## src/rtl/uart232_pkg.sv

```systemverilog
// Shared UART link definitions: FSM states, default bit timing
// and line idle level for the transmitter and receiver.
package uart232_pkg;

  typedef enum logic [2:0] {
    IDLE,
    START,
    DATA,
    PARITY,
    STOP
  } uart_state_t;

  localparam int CLKS_PER_BIT_DEF = 1041;

  localparam logic UART_IDLE_LVL = 1'b1;

endpackage

```

## src/rtl/tx232_byte_tx_if.sv

```systemverilog
// Byte valid/ready handshake between a producer
// and the UART transmitter.
interface tx232_byte_tx_if #(
  parameter int DATA_BITS = 8
);

  logic [DATA_BITS-1:0] tx_data;
  logic                 tx_valid;
  logic                 tx_ready;

  modport master (
    output tx_data,
    output tx_valid,
    input  tx_ready
  );

  modport slave (
    input  tx_data,
    input  tx_valid,
    output tx_ready
  );

endinterface

```

## src/rtl/uart232_baud_cnt.sv

```systemverilog
// Bit-period counter: wraps every CLKS_PER_BIT clk, flags the
// last cycle of a bit and a registered second-half indicator.
module uart232_baud_cnt
  import uart232_pkg::*;
#(
  parameter int CLKS_PER_BIT = CLKS_PER_BIT_DEF
) (
  input  logic clk,
  input  logic rst,
  input  logic en,
  input  logic clr,
  output logic bit_end,
  output logic second_half
);

  localparam int CW = $clog2(CLKS_PER_BIT);
  localparam logic [CW-1:0] LAST =
    CW'(CLKS_PER_BIT - 1);
  localparam logic [CW-1:0] HALF =
    CW'(CLKS_PER_BIT / 2);

  logic [CW-1:0] cnt;
  logic [CW-1:0] cnt_nxt;

  assign bit_end = en & (cnt == LAST);

  always_comb begin
    cnt_nxt = cnt;
    if (clr)
      cnt_nxt = '0;
    else if (en)
      cnt_nxt = bit_end ? '0 : cnt + CW'(1);
  end

  // second_half tracks cnt so it flips on bit boundaries
  always_ff @(posedge clk) begin
    if (!rst) begin
      cnt         <= '0;
      second_half <= 1'b0;
    end else begin
      cnt         <= cnt_nxt;
      second_half <= (cnt_nxt >= HALF);
    end
  end

endmodule

```

## src/rtl/tx232_byte_tx.sv

```systemverilog
// UART transmitter: one byte per handshake, start/data/
// parity/stop framing, zero-gap back-to-back frames.
module tx232_byte_tx
  import uart232_pkg::*;
#(
  parameter int CLKS_PER_BIT = CLKS_PER_BIT_DEF,
  parameter int DATA_BITS    = 8,
  parameter int PARITY_EN    = 0,
  parameter int PARITY_ODD   = 0,
  parameter int STOP_BITS    = 1
) (
  input  logic              clk,
  input  logic              rst,
  tx232_byte_tx_if.slave    bus,
  output logic              txsdo,
  output logic              txck,
  output logic              tx_busy
);

  uart_state_t          state;
  uart_state_t          state_nxt;
  logic [3:0]           idx;
  logic [3:0]           idx_nxt;
  logic [DATA_BITS-1:0] sreg;
  logic [DATA_BITS-1:0] sreg_nxt;
  logic                 par;
  logic                 par_nxt;
  logic                 txsdo_nxt;
  logic                 busy_nxt;
  logic                 bit_end;
  logic                 half;
  logic                 accept;
  logic                 stop_last;
  logic                 last_data;

  assign stop_last = (idx == 4'(STOP_BITS - 1));
  assign last_data = (idx == 4'(DATA_BITS - 1));

  assign bus.tx_ready = (state == IDLE) |
    ((state == STOP) & stop_last & bit_end);
  assign accept = bus.tx_valid & bus.tx_ready;

  uart232_baud_cnt #(
    .CLKS_PER_BIT(CLKS_PER_BIT)
  ) u_baud (
    .clk        (clk),
    .rst        (rst),
    .en         (state != IDLE),
    .clr        (state == IDLE),
    .bit_end    (bit_end),
    .second_half(half)
  );

  assign txck = half;

  always_comb begin
    state_nxt = state;
    idx_nxt   = idx;
    sreg_nxt  = sreg;
    par_nxt   = par;
    txsdo_nxt = txsdo;
    busy_nxt  = tx_busy;
    unique case (state)
      IDLE: begin
        txsdo_nxt = UART_IDLE_LVL;
        busy_nxt  = 1'b0;
      end
      START: if (bit_end) begin
        state_nxt = DATA;
        idx_nxt   = '0;
        txsdo_nxt = sreg[0];
      end
      DATA: if (bit_end) begin
        if (!last_data) begin
          idx_nxt   = idx + 4'd1;
          sreg_nxt  = sreg >> 1;
          txsdo_nxt = sreg[1];
        end else if (PARITY_EN != 0) begin
          state_nxt = PARITY;
          txsdo_nxt = par;
        end else begin
          state_nxt = STOP;
          idx_nxt   = '0;
          txsdo_nxt = UART_IDLE_LVL;
        end
      end
      PARITY: if (bit_end) begin
        state_nxt = STOP;
        idx_nxt   = '0;
        txsdo_nxt = UART_IDLE_LVL;
      end
      STOP: if (bit_end) begin
        if (!stop_last) begin
          idx_nxt = idx + 4'd1;
        end else begin
          state_nxt = IDLE;
          busy_nxt  = 1'b0;
          txsdo_nxt = UART_IDLE_LVL;
        end
      end
      default: state_nxt = IDLE;
    endcase
    // accept overrides STOP->IDLE so the next start bit follows directly
    if (accept) begin
      state_nxt = START;
      idx_nxt   = '0;
      sreg_nxt  = bus.tx_data;
      par_nxt   = (^bus.tx_data) ^ (PARITY_ODD != 0);
      txsdo_nxt = ~UART_IDLE_LVL;
      busy_nxt  = 1'b1;
    end
  end

  always_ff @(posedge clk) begin
    if (!rst) begin
      state   <= IDLE;
      idx     <= '0;
      sreg    <= '0;
      par     <= 1'b0;
      txsdo   <= UART_IDLE_LVL;
      tx_busy <= 1'b0;
    end else begin
      state   <= state_nxt;
      idx     <= idx_nxt;
      sreg    <= sreg_nxt;
      par     <= par_nxt;
      txsdo   <= txsdo_nxt;
      tx_busy <= busy_nxt;
    end
  end

endmodule

```

## src/flat_wrapper.sv

```systemverilog
// flat-port wrapper written by rule: the top's interface ports become plain ports
module tx232_byte_tx_flat import uart232_pkg::*;
#(
  parameter int CLKS_PER_BIT = CLKS_PER_BIT_DEF,
  parameter int DATA_BITS    = 8,
  parameter int PARITY_EN    = 0,
  parameter int PARITY_ODD   = 0,
  parameter int STOP_BITS    = 1
)
  (clk, rst, txsdo, txck, tx_busy, bus_tx_data, bus_tx_valid, bus_tx_ready);
  tx232_byte_tx_if #(.DATA_BITS(DATA_BITS)) bus_i ();
  input  logic clk;
  input  logic rst;
  output logic txsdo;
  output logic txck;
  output logic tx_busy;
  input wire logic [$bits(bus_i.tx_data)-1:0] bus_tx_data;
  input wire logic [$bits(bus_i.tx_valid)-1:0] bus_tx_valid;
  output wire logic [$bits(bus_i.tx_ready)-1:0] bus_tx_ready;
  assign bus_i.tx_data = bus_tx_data;
  assign bus_i.tx_valid = bus_tx_valid;
  assign bus_tx_ready = bus_i.tx_ready;
  tx232_byte_tx #(.CLKS_PER_BIT(CLKS_PER_BIT), .DATA_BITS(DATA_BITS), .PARITY_EN(PARITY_EN), .PARITY_ODD(PARITY_ODD), .STOP_BITS(STOP_BITS)) u_core (.clk(clk), .rst(rst), .bus(bus_i), .txsdo(txsdo), .txck(txck), .tx_busy(tx_busy));
endmodule
```

## config.mk

```make
export PLATFORM = sky130hd
export DESIGN_NAME = tx232_byte_tx_flat
export DESIGN_NICKNAME = d
export VERILOG_FILES = /design/src/rtl/uart232_pkg.sv /design/src/rtl/tx232_byte_tx_if.sv /design/src/rtl/uart232_baud_cnt.sv /design/src/rtl/tx232_byte_tx.sv /design/src/flat_wrapper.sv
export SDC_FILE = /design/constraint.sdc
export NUM_CORES = 1
export LEC_CHECK = 0
export ABC_CLOCK_PERIOD_IN_PS = 7150
export CAP_MARGIN = 5
export CORE_ASPECT_RATIO = 1.4
export CORE_MARGIN = 2
export CORE_UTILIZATION = 30
export CTS_BUF_LIST = sky130_fd_sc_hd__clkbuf_2 sky130_fd_sc_hd__clkbuf_4 sky130_fd_sc_hd__clkbuf_8
export DETAILED_ROUTE_END_ITERATION = 8
export GPL_TIMING_DRIVEN = 0
export PLACE_DENSITY_LB_ADDON = 0.1
export SLEW_MARGIN = 10
export SYNTH_ARGS = -nofsm -noshare
export SYNTH_HDL_FRONTEND = slang
export SYNTH_HIERARCHICAL = 1
export SYNTH_SLANG_ARGS = --single-unit
```

## constraint.sdc

```tcl
create_clock -name clk -period 7.15 [get_ports clk]
set_input_delay 1.43 -clock clk [delete_from_list [all_inputs] [get_ports clk]]
set_output_delay 1.43 -clock clk [all_outputs]
set_load 0.01 [all_outputs]
```

==> metrics.md, run 1 <==
| Metric | Value |
|---|---|
| Outcome | finished clean |
| RSZ-0062 raised after global routing | false |
| Die ar. | approximately 0.0061 sq mm |
| Setup TNS | 0 ns |
| Congestion Overflow GR | 0 |
| Clock root buffer | clkbuf_8 |
| Post-synth EDFFs | 0 |
| Pin count of the biggest net entering global routing | 11 |
| Seq/Total Area, Yosys | 0.3545 |
| Worst EP required | 5.72 ns |
| Slew @ Worst Pin | 0.4647 ns |
| Number of diodes | 0 |
| Hold Path Depth | 2 |
| Die X | 66.45 um |
| Max H-tree Level | 2 |
| Slew headroom | 0.6885 |
| Vias in the first global route | 1395 |
| Antenna Nets Post-Route | 0 |
| Remaining DRCs | 0 |
| Die height | between 90 and 100 um |
| Syn_area_per_cell | just under 9 sq um |
| Via density | between 4 and 5 |
| Ys async rst share | 0 |
| Clk buf depth | 2 |
| Lkg Pwr | 0.0006798 uW |
| Minimum period implied by the final worst setup slack | around 4.5 ns |
| Ports | 15 |
| Hold-fix buffers at CTS | 0 |
| F_max | 0.2211 GHz |
| Total power | 338.5 uW |
| Reg2Reg Depth | 13 |
| Nets | 224 |
| Crit share post-route | 0.6325 |
| Synth warn | 6 |
| # rows | 31 |
| Tightest Hold Check Type | reg -> reg |
| PwrDens | 173.9 mW/mm^2 |
| Crit path capture type | output port |
| Detailed-route wire length per cell | 13.24 um |
| CTS tree | yes |
| Worst EP arrival | 3.09 ns |
| CP max FO | 10 |
| Setup Skew | 0.008041 ns |
| Final hold vios | 0 |
| Initial Utilization | 0.3128 |
| Layout fillers | about 550 |
| TritonRoute pass-1 iters | 4 |
| Mapped Cells | 188 |
| Initial DRC count | 58 |
| Setup Crit Path Kind | reg -> out |
| Total GRT Usage | 0.1396 |
| Final Max Slew Viols | 0 |
| Syn Std Cell Area | 0.001638 sq mm |
| Num CTS Buffers | 5 |
| Share of cells above drive strength 1 | 0.1429 |
| Crit start category | flip-flop |
| Synth Register Bits | 29 |
| Clock Latency Late Sink | between 0.2 and 0.3 ns |
| IO buf count | 14 |
| Netlist cell types | 51 |
| Most common cell after layout, fill and taps aside | dfxtp_1 |
| Routability cong. | approximately 0.76 |
| Worst vdd ir | 0.00008238 V |
| Clock sinks | 29 |
| First-pass GRT wire length | 6548 um |
| Clk slew on worst S/H paths | ~0.07 ns |
| Core area | 0.005236 sq mm |
| Initial antenna violation count | 0 |
| Most frequent cells in the layout | dfxtp_1 (29), nor2_1 (17), clkdlybuf4s50_1 (14), nand2_1 (13), nand3_1 (12) |
| Final setup violation count | 0 |
| Postcts setup bufs | 0 |
| Area grow syn2layout | 18.87% |
| DP Wirelength | 2760 um |
| CTS resizes | 0 |
| Vias | 1343 |
| Primary FF master, synth | dfxtp_1 |
| Max cap viols | 0 |
| Final wirelength | 3655 um |
| Syn Nets | 203 |
[worst paths after layout]
kind,from,to,slack (ns)
max,u_core/state[0],bus_tx_ready,2.63
min,u_core/sreg[7],u_core/sreg[7],0.47
max reg2reg,u_core/state[0],u_core/state[1],4.35
min reg2reg,u_core/sreg[7],u_core/sreg[7],0.47
[cell families after synthesis]
family	share of synthesized area
and+or+nand+nor	0.2758
AOI/OAI and AO/OA	0.1979
buffers and inverters	0.07104
muxes	0.006112
adders and majority gates	0.03056
xor gates and xnor gates	0.06417
DFF	0.3545
[final cells by class]
class,instances,area (sq um),area share
sequential,29,580.6,0.2982
tap,66,82.58,0.04242
multi-input combinational,138,940.9,0.4833
timing repair buffer,14,140.1,0.07198
clock buffer,6,76.32,0.03920
inverter,9,33.78,0.01735
clock inverter,2,10.01,0.005141
buffer,12,82.58,0.04242
[layer usage]
| metal | routed length [um] | track usage | up-vias |
|---|---|---|---|
| li1 | - | - | 707 |
| met1 | 1536 | 0.1639 | 621 |
| met2 | 1969 | 0.2375 | 13 |
| met3 | 119 | 0.03717 | 2 |
| met4 | 30 | 0.05102 | 0 |
| met5 | 0 | 0 | - |
[cell usage after synthesis, types with 2 or more instances]
| master | instances | area share |
|---|---|---|
| a21oi_1 | 8 | 0.024 |
| a31oi_1 | 4 | 0.015 |
| o211ai_1 | 2 | 0.0092 |
| a21boi_1 | 5 | 0.023 |
| buf_4 | 2 | 0.0092 |
| a31o_1 | 2 | 0.011 |
| nor2_1 | 17 | 0.039 |
| xor2_1 | 5 | 0.027 |
| nand2_1 | 13 | 0.030 |
| inv_1 | 8 | 0.018 |
| o21ai_1 | 5 | 0.015 |
| a22oi_1 | 3 | 0.014 |
| dfxtp_1 | 29 | 0.35 |
| o211a_1 | 2 | 0.012 |
| and4_1 | 2 | 0.011 |
| nor3_1 | 4 | 0.012 |
| nand4_1 | 2 | 0.0076 |
| nor3b_1 | 2 | 0.0092 |
| or2_1 | 2 | 0.0076 |
| buf_6 | 3 | 0.021 |
| and2_1 | 2 | 0.0076 |
| o21ai_0 | 4 | 0.012 |
| buf_2 | 6 | 0.018 |
| o2111ai_1 | 2 | 0.011 |
| nand2b_1 | 5 | 0.019 |
| xnor2_1 | 7 | 0.037 |
| nand3_1 | 12 | 0.037 |
| o211ai_4 | 2 | 0.026 |
| nor4_1 | 3 | 0.011 |
| ha_1 | 4 | 0.031 |
[where the power goes]
part	internal, uW	switching (uW)
Clock	71.0	60.1
Combinational	18.4	19.2
Sequential	167	3.06
[per-stage QoR]
step	hold slack (ns)	cells	util	setup slack, ns	instance area [sq um]
finish	0.4677	276	0.3718	2.627	1947
global route	0.4893	276	0.3718	2.400	1947
CTS	0.4730	276	0.3718	2.614	1947
detailed placement	0.4615	268	0.3553	2.943	1861
global placement	0.4562	268	0.3553	2.923	1861
floorplan	0.4469	188	-	3.702	1638
[state kept, by name, indices dropped and copies added (netlist names)]
register	cells
u_core/u_baud/cnt	11
u_core/sreg	8
u_core/idx	4
u_core/state	3
u_core/tx_busy	1
u_core/txsdo	1
u_core/u_baud/second_half	1
[critical path, cell delays in order, from the launching register on]
cell	delay (ns)
dfxtp_1	0.38
buf_2	0.22
or2_1	0.22
nor2_1	0.09
inv_2	0.09
buf_4	0.16
and4b_1	0.19
nand3_1	0.14
inv_1	0.17
buf_6	0.16
and4bb_4	0.28
nor2_1	0.08
nor2_1	0.10
clkdlybuf4s50_1	0.54
Power figures use the tool's default switching activity.
==> run 2: changes to the inputs <==
- ABC_CLOCK_PERIOD_IN_PS: 7150 -> 3900
- clock period: 7.15 -> 3.9 ns (I/O delays scaled with it)
==> run 2 against run 1 <==
  * Worst hold slack improved by 0.00070 ns
  * Combinational power increased by 87%
  * Routed wire length about the same
  * Die area unchanged
  * Worst setup slack lost 2.4 ns
  * Largest power group unchanged
==> metrics.md, run 2 (synthesis results as in run 1) <==
| Metric | Value |
|---|---|
| F_max | approximately 0.27 GHz |
| Clock root buffer | clkbuf_8 (unchanged) |
| Core area | 0.005236 sq mm (unchanged) |
| Final hold vios | 0 (unchanged) |
| Slew headroom | 0.6794 (was 0.6885) |
| Worst EP arrival | 2.88 ns (was 3.09 ns) |
| Setup TNS | 0 ns (unchanged) |
| Ports | 15 (unchanged) |
| IO buf count | 14 (unchanged) |
| Max FFs per register | 11 (unchanged) |
| Final wirelength | 3656 um (was 3655 um) |
| Clk buf depth | 2 (unchanged) |
| Share of cells above drive strength 1 | 0.1611 (was 0.1429) |
| Worst vdd ir | 0.0001515 V (was 0.00008238 V) |
| Antenna Nets Post-Route | 0 (unchanged) |
| Crit path capture type | output port (unchanged) |
| Die ar. | 0.006075 sq mm (unchanged) |
| CP Cell Sequence | clkbuf_4, or2_4, nor2_1, inv_2, buf_4, and4b_1, nand3_2, inv_2, buf_6, and4bb_4, nor2_1, nor2_1, clkdlybuf4s50_1 (was buf_2, or2_1, nor2_1, inv_2, buf_4, and4b_1, nand3_1, inv_1, buf_6, and4bb_4, nor2_1, nor2_1, clkdlybuf4s50_1) |
| Initial Utilization | 0.3128 (unchanged) |
| Initial antenna violation count | 0 (unchanged) |
| RSZ-0062 raised after global routing | false (unchanged) |
| Crit share post-route | 0.9397 |
| Clock sinks | 29 (unchanged) |
| Layout fillers | 546 (unchanged) |
| Vias in the first global route | 1395 (unchanged) |
| Pin count of the biggest net entering global routing | 11 (unchanged) |
| Initial DRC count | 61 (was 58) |
| Minimum period implied by the final worst setup slack | roughly 3.7 ns |
| Final Max Slew Viols | 0 (unchanged) |
| First-pass GRT wire length | 6548 um (unchanged) |
| Lkg Pwr | 0.0006834 uW (was 0.0006798 uW) |
| Area grow syn2layout | 19.94% (was 18.87%) |
| Worst EP required | 3.12 ns (was 5.72 ns) |
| TritonRoute pass-1 iters | 4 (unchanged) |
| CP most frequent cell | nor2_1 (unchanged) |
| CTS tree | yes (unchanged) |
| Tightest Hold Check Type | reg -> reg (unchanged) |
| Most flop-heavy register | u_core/u_baud/cnt (unchanged) |
| Hold-fix buffers at CTS | 0 (unchanged) |
| Clk slew on worst S/H paths | 0.07 ns (about the same) |
| Remaining DRCs | 0 (unchanged) |
| Worst path max stage delay | 0.48 ns (was 0.54 ns) |
| Crit path buf inv count | 6 (unchanged) |
| Vias | 1350 (was 1343) |
| Final Util | 0.3751 (was 0.3718) |
| Via density | 4.874 (was 4.866) |
| Max H-tree Level | 2 (unchanged) |
| Die height | 91.43 um (unchanged) |
| Total GRT Usage | 0.1396 (unchanged) |
| Max cap viols | 0 (unchanged) |
| Nets | 225 (was 224) |
| Setup Crit Path Kind | reg -> out (unchanged) |
| PwrDens | 316.4 mW/mm^2 (was 173.9 mW/mm^2) |
| Clock Latency Late Sink | 0.27 ns (about the same) |
| Final setup violation count | 0 (unchanged) |
| Top flop regs | u_core/u_baud/cnt: 11 flops, u_core/sreg: 8 flops, u_core/idx: 4 flops (unchanged) |
| Setup Skew | 0.008157 ns (was 0.008041 ns) |
| Detailed-route wire length per cell | 13.20 um (was 13.24 um) |
| # rows | 31 (unchanged) |
| Number of diodes | 0 (unchanged) |
| Family with the most delay on the worst path | simple AND/OR/NAND/NOR gates (was buffers and inverters) |
| Slowest cell on crit path | clkdlybuf4s50_1 (unchanged) |
| Most common cell after layout, fill and taps aside | dfxtp_1 (unchanged) |
| Most frequent cells in the layout | dfxtp_1 (29), nor2_1 (17), clkdlybuf4s50_1 (14), nand2_1 (13), nand3_1 (11) (was dfxtp_1 (29), nor2_1 (17), clkdlybuf4s50_1 (14), nand2_1 (13), nand3_1 (12)) |
| Die X | 66.45 um (unchanged) |
| Outcome | finished clean (unchanged) |
| Slew @ Worst Pin | 0.4783 ns (was 0.4647 ns) |
| CP max FO | 10 (unchanged) |
| DP Wirelength | 2760 um (unchanged) |
| Routability cong. | 0.7619 (unchanged) |
| Num CTS Buffers | 5 (unchanged) |
| Congestion Overflow GR | 0 (unchanged) |
| Crit start category | flip-flop (unchanged) |
[run 2: changes by cell type in the layout (fill, tap and decap cells not counted)]
cell      change
buf_2         -1
inv_2         +1
nand3_2       +1
or2_4         +1
clkbuf_4      +1
inv_1         -1
buf_4         +1
or2_1         -1
nand3_1       -1
[run 2: repair_timing]
item | CTS | global route
resized for setup | 0 | 4
buffers inserted | 0 | 1
setup endpoints to repair | 0 | 1
hold endpoints to repair | 0 | 0
[run 2: metrics by stage]
step / cells / total power [uW] / hold slack, ns / setup slack (ns) / cell area [sq um]
2_1_floorplan: 188 / 358.8 / 0.4469 / 1.102 / 1638
3_3_place_gp: 268 / 387.0 / 0.4562 / 0.3229 / 1861
3_5_place_dp: 268 / 387.7 / 0.4615 / 0.3429 / 1861
4_1_cts: 276 / 634.0 / 0.4730 / 0.01408 / 1947
5_1_grt: 277 / 659.5 / 0.4893 / 0.03772 / 1964
6_report: 277 / 621.5 / 0.4684 / 0.2352 / 1964
[run 2: path summary, 6_finish.rpt]
kind / start / to / slack, ns / cells after the start
hold reg to reg: u_core/sreg[7] / u_core/sreg[7] / 0.47 / 2
setup reg to reg: u_core/state[0] / u_core/sreg[2] / 1.26 / 14
setup / recovery: u_core/state[0] / bus_tx_ready / 0.24 / 13
hold / removal: u_core/sreg[7] / u_core/sreg[7] / 0.47 / 2
[run 2: metal layers]
metal  share of wire  up-vias  track usage
met3           0.036        2      0.03717
li1                -      709            -
met4          0.0082        0      0.05102
met5               0        -            0
met1            0.42      622       0.1639
met2            0.53       17       0.2375
[run 2: tightest hold or removal path: cells and delay by family, from the launching register on]
family	cells	cell delay [ns]
AOI/OAI and AO/OA	1	0.05
DFF	1	0.31
and+or+nand+nor	1	0.06
[run 2: area by class of cell]
type / instances / area [sq um] / share of cell area
Clock buffer: 6 / 76.32 / 0.03885
Sequential cell: 29 / 580.6 / 0.2955
Multi-Input combinational cell: 138 / 948.4 / 0.4828
Timing Repair Buffer: 15 / 147.6 / 0.07516
Buffer: 12 / 85.08 / 0.04331
Inverter: 9 / 33.78 / 0.01720
Tap cell: 66 / 82.58 / 0.04204
Clock inverter: 2 / 10.01 / 0.005096
[run 2: power by group]
part	switching [uW]	internal [uW]	leakage [uW]
sequential	5.70	306	0.000236
combinational	35.4	34.8	0.000399
clock	110	130	0.0000484
